`src/rtl/addr_seq_ctrl.sv`:
```
// addr_seq_ctrl: sequences VH/HV address generation and drains the address FIFO into the transposed weight memory.
// Optional generator watchdog is enabled with ADDR_SEQ_WDOG_EN.
module addr_seq_ctrl #(
  parameter int NUM_VN = 16,
  parameter int NUM_HN = 16,
  parameter int BW_ADDR = 5,
  parameter logic [2:0] CODE_IDLE = 3'd0,
  parameter logic [2:0] CODE_VH = 3'd1,
  parameter logic [2:0] CODE_HV = 3'd2,
  parameter int TIMEOUT = 64
) (
  input  logic               clk_f,
  input  logic               rst,
  input  logic               start,
  input  logic [1:0]         mode,
  input  logic               abort,
  output logic               ag_en,
  output logic [2:0]         ag_state,
  input  logic               gen_vh_finished,
  input  logic               gen_hv_finished,
  input  logic               empty_fifo,
  output logic               en_fetch,
  input  logic [BW_ADDR-1:0] addr_fetch,
  output logic               twm_valid,
  output logic [BW_ADDR-1:0] twm_addr,
  output logic               twm_phase,
  input  logic               twm_ready,
  output logic               busy,
  output logic               done,
  output logic [5:0]         vh_cnt,
  output logic [5:0]         hv_cnt,
  output logic               err
);
  typedef enum logic [2:0] {S_IDLE, S_GEN_VH, S_DRAIN_VH, S_GEN_HV, S_DRAIN_HV, S_DONE} state_t;
  if (NUM_VN < 1 || NUM_VN > 31 || NUM_HN < 1 || NUM_HN > 31 || TIMEOUT < 1) begin : g_bad_cfg
    $error("addr_seq_ctrl: neuron counts must be 1..31 and TIMEOUT positive");
  end
  state_t r_state, w_next;
  logic r_mode_hv, r_pend, r_valid, r_phase;
  logic [BW_ADDR-1:0] r_addr;
  logic [5:0] r_vh_cnt, r_hv_cnt;
  logic w_gen, w_drain, w_fin, w_drained, w_to, w_acc;
  assign w_gen = r_state == S_GEN_VH || r_state == S_GEN_HV;
  assign w_drain = r_state == S_DRAIN_VH || r_state == S_DRAIN_HV;
  assign w_fin = r_state == S_GEN_VH ? gen_vh_finished : gen_hv_finished;
  assign w_drained = empty_fifo && !r_pend && !r_valid;
  assign w_acc = r_valid && twm_ready && !abort;
`ifdef ADDR_SEQ_WDOG_EN
  localparam int WW = $clog2(TIMEOUT + 1);
  logic [WW-1:0] r_wdog;
  assign w_to = w_gen && !w_fin && r_wdog == WW'(TIMEOUT - 1);
  always_ff @(posedge clk_f)
    if (rst) r_wdog <= '0;
    else r_wdog <= (w_gen && w_next == r_state) ? r_wdog + 1'b1 : '0;
`else
  assign w_to = 1'b0;
`endif
  always_ff @(posedge clk_f)
    r_state <= rst ? S_IDLE : w_next;
  always_comb begin
    w_next = r_state;
    case (r_state)
      S_IDLE:     if (start && mode != 2'b00) w_next = mode[0] ? S_GEN_VH : S_GEN_HV;
      S_GEN_VH:   w_next = w_fin ? S_DRAIN_VH : w_to ? S_IDLE : S_GEN_VH;
      S_DRAIN_VH: if (w_drained) w_next = r_mode_hv ? S_GEN_HV : S_DONE;
      S_GEN_HV:   w_next = w_fin ? S_DRAIN_HV : w_to ? S_IDLE : S_GEN_HV;
      S_DRAIN_HV: if (w_drained) w_next = S_DONE;
      default:    w_next = S_IDLE;
    endcase
    if (abort) w_next = S_IDLE;
  end
  always_comb begin
    ag_en = w_gen;
    ag_state = r_state == S_GEN_VH ? CODE_VH : r_state == S_GEN_HV ? CODE_HV : CODE_IDLE;
    busy = r_state != S_IDLE;
    done = r_state == S_DONE;
    en_fetch = w_drain && !empty_fifo && !r_pend && !r_valid && !abort;
    err = w_to && !abort;
  end
  // Counters clear on the edge entering their generate phase; abort suppresses any acceptance.
  always_ff @(posedge clk_f)
    if (rst) begin
      r_mode_hv <= 1'b0;
      r_pend <= 1'b0;
      r_valid <= 1'b0;
      r_phase <= 1'b0;
      r_addr <= '0;
      r_vh_cnt <= '0;
      r_hv_cnt <= '0;
    end else begin
      if (r_state == S_IDLE && w_next != S_IDLE) r_mode_hv <= mode[1];
      r_pend <= en_fetch;
      r_valid <= !abort && (r_pend || (r_valid && !twm_ready));
      if (r_pend) begin
        r_addr <= addr_fetch;
        r_phase <= r_state == S_DRAIN_HV;
      end
      r_vh_cnt <= (w_next == S_GEN_VH && r_state != S_GEN_VH) ? '0 :
                  (w_acc && !r_phase && r_vh_cnt != 6'd63) ? r_vh_cnt + 1'b1 : r_vh_cnt;
      r_hv_cnt <= (w_next == S_GEN_HV && r_state != S_GEN_HV) ? '0 :
                  (w_acc && r_phase && r_hv_cnt != 6'd63) ? r_hv_cnt + 1'b1 : r_hv_cnt;
    end
  assign twm_valid = r_valid;
  assign twm_addr = r_addr;
  assign twm_phase = r_phase;
  assign vh_cnt = r_vh_cnt;
  assign hv_cnt = r_hv_cnt;
endmodule

```
`config.mk`:
```
export PLATFORM = sky130hd
export DESIGN_NAME = addr_seq_ctrl
export DESIGN_NICKNAME = d
export VERILOG_FILES = /design/src/rtl/addr_seq_ctrl.sv
export SDC_FILE = /design/constraint.sdc
export NUM_CORES = 1
export LEC_CHECK = 0
export ABC_AREA = 0
export CORE_UTILIZATION = 45
export CTS_CLUSTER_DIAMETER = 200
export CTS_CLUSTER_SIZE = 8
export DETAILED_ROUTE_END_ITERATION = 8
export PLACE_DENSITY = 0.88
export SYNTH_ARGS = -nofsm -noshare
export SYNTH_HDL_FRONTEND = slang
export SYNTH_SLANG_ARGS = --single-unit
```
`constraint.sdc`:
```
create_clock -name clk_f -period 1.9 [get_ports clk_f]
set_input_delay 0.285 -clock clk_f [delete_from_list [all_inputs] [get_ports clk_f]]
set_output_delay 0.285 -clock clk_f [all_outputs]
set_load 0.05 [all_outputs]
```
==> metrics.md <==
| Metric | Value |
|---|---|
| Std-Cell Core Area | about 2800 um2 |
| ANT cells | 0 |
| Initial antenna violation count | 0 |
| Buf/Inv on CP | 1 |
| Die Wd | 56.0 um |
| Worst-Skew Late Latency | about 310 ps |
| TritonCTS clock tree | done |
| Layout cell share with drive strength beyond 1 | 0.222 |
| # IOs | 42 |
| Setup Viol. Count Final | 0 |
| Cell Pwr Density | just over 500 nW/um2 |
| Final antenna-violating net count | 0 |
| Tightest Pin Transition | 509 ps |
| CP Capture Type | output pin |
| Gpl congestion | approximately 0.86 |
| Largest net degree at the start of global routing | 14 |
| # clock sinks | 24 |
| CTS HTree Levels | 1 |
| Hold_buf cts | 0 |
| Leakage | about 0.77 nW |
| Wire length on met1 | approximately 1300 um |
| Flops & latches, synth | 24 |
| Via count | about 1200 |
| Die Y | between 50 and 60 um |
| Max-slew violations | 0 |
| Total global-route track usage | 0.209 |
| Largest area contributor in the netlist | dfxtp_1 |
| Critical-path top delay cell | clkdlybuf4s50_1 |
| Drt wl/cell | roughly 15 um |
| Hold Path Class | reg2reg |
| Die ar. | ~3100 um2 |
| Register area share after synthesis | 0.366 |
| Wirelength, routed | between 3000 and 4000 um |
| Met2 wire length | 1730 um |
| Critical-path cell list | clkdlybuf4s50_1 |
| Mapped cell area | 1310 um2 |
| WHS Path Cells | 2 |
| Initial Utilization | 0.476 |
| Critical Path Start Type | flip-flop |
| RSZ-0062 raised after global routing | no |
| Post-Syn Instances | 141 |
| Metal3 WL | roughly 170 um |
| Synthesized area per cell | ~9.3 um2 |
| CP top delay family | buffers and inverters |
| Worst Reg-to-Reg Cells | 6 |
| YS warnings | 0 |
| Setup_tns | 0 ps |
| First DRT Iteration DRCs | 33 |
| Via density | 5.48 |
| Worst vdd ir | about 0.58 mV |
| Most common cell in the netlist | dfxtp_1 |
| Leading post-synthesis cells by cell area | dfxtp_1 (37%), mux2i_1 (6.9%), nor2_1 (5.4%) |
| Residual DRC | 0 |
| First-pass GRT wire length | ~5300 um |
| Worst Path Class, Setup | reg2out |
| Worst hold margin | approximately 520 ps |
| Outcome | finished clean |
| Fin. Hold Viols | 0 |
| Distinct cells, synth | 42 |
| Worst path depth | 1 |
| Worst stage delay on the critical path | 840 ps |
| Top_reg_cell synth | dfxtp_1 |
| Tmin final | around 1900 ps |
| Max cap viols | 0 |
| Post-Place Cells | 215 |
| First drt pass iteration count | 5 |
| Setup ws final | 47.1 ps |
| R2r setup slk | 110 ps |
| Vias in the first global route | about 1200 |
| Clock root buffer | clkbuf_4 |
| WP data arrival | ~1600 ps |
| Row count | 19 |
| Pre-CTS setup slack | -131 ps |
| Required @ worst endpoint | ~1600 ps |
| Synth cell count leaders | dfxtp_1 (24), nor2_1 (19), nor3_1 (11) |
| Critical path fanouts, max | 4 |
| Final Instance Count excl. Fillers | 220 |
| Buffers on Ports | 39 |
| Syn-to-layout area delta | 43.0% |
| Share of the synthesized area in the top cell type | 0.366 |
| Period utilization | 0.975 |
| Clock Skew | about 9 ps |
| Synth async-reset ratio | 0 |
| Clock-pin transition on the worst setup and hold timing paths | 130 ps |
| Normalized max-slew margin | 0.660 |
| Clock Path Buffers | 2 |
| Fmax | approximately 540 MHz |
| Post-synth EDFFs | 0 |
| Number of CTS-inserted buffers | 3 |
| Final-stage net count | a little over 200 |
| Highest metal used | met4 |
| Dpl hpwl | around 2500 um |
| Grt ovf | 0 |
## state kept, by name, indices dropped and copies added, names as in the netlist
name       cells
r_pend         1
hv_cnt         6
vh_cnt         6
twm_phase      1
r_mode_hv      1
r_state        3
twm_valid      1
twm_addr       5
## layout make-up
class	count	area, um2
tap	31	38.8
clock buffer	4	36.3
sequential	24	485
multi-input combinational	106	779
timing repair buffer	52	528
inverter	3	11.3
fill	218	878
## final timing paths
path	startpoint	end
min	twm_addr[3]	twm_addr[3]
max reg2reg	r_state[1]	vh_cnt[5]
min reg2reg	twm_addr[3]	twm_addr[3]
max	hv_cnt[4]	hv_cnt[4]
## timing repair
item / in CTS / in global routing
resized for setup: 4 / 7
pin swaps: 0 / 3
setup buffers: 0 / 1
endpoints found under the setup margin: 13 / 9
## cells in the final DEF (no fill, tap or decap), types with 2 or more instances in the layout
cell / n
nand4_1: 2
xnor2_1: 3
nand2_1: 7
and2_1: 2
clkbuf_4: 3
inv_1: 3
nand2b_1: 4
ha_1: 2
buf_12: 4
dlymetal6s2s_1: 3
conb_1: 2
nand3b_1: 2
dfxtp_1: 22
nor2_1: 19
o21ai_0: 4
clkdlybuf4s50_1: 29
nor3_1: 11
mux2i_1: 9
a21oi_1: 5
xor2_1: 6
and3_1: 2
a31oi_1: 2
buf_4: 16
## per-layer routing
layer / GRT usage / vias up
met3: 0.0395 / 6
met1: 0.236 / 573
met5: 0 / -
li1: - / 586
met4: 0.0732 / 0
met2: 0.388 / 40
## power by group
part	switching (W)	internal (W)
Sequential	0.00000363	0.000506
Clock	0.000146	0.000117
Combinational	0.0000935	0.0000836
Total	0.000243	0.000707
## cells by family after synthesis
group,after synthesis,synth area share
AND/OR/NAND/NOR,63,0.270
flip-flops,24,0.366
AO/OA/AOI/OAI,20,0.142
buffers and inverters,12,0.0629
multiplexers,10,0.0771
XOR/XNOR,9,0.0600
adder cells (fa/ha/maj),2,0.0190
other,1,0.00285
## metrics by stage
stage          power (W)   util  cell area, um2
5_1_grt         0.000982  0.681            1880
6_report        0.000950  0.681            1880
3_5_place_dp    0.000693  0.652            1800
2_1_floorplan   0.000628      -            1320
4_1_cts         0.000947  0.672            1850
3_3_place_gp    0.000687  0.652            1800
Note: power is estimated with default switching activity, not from simulation.
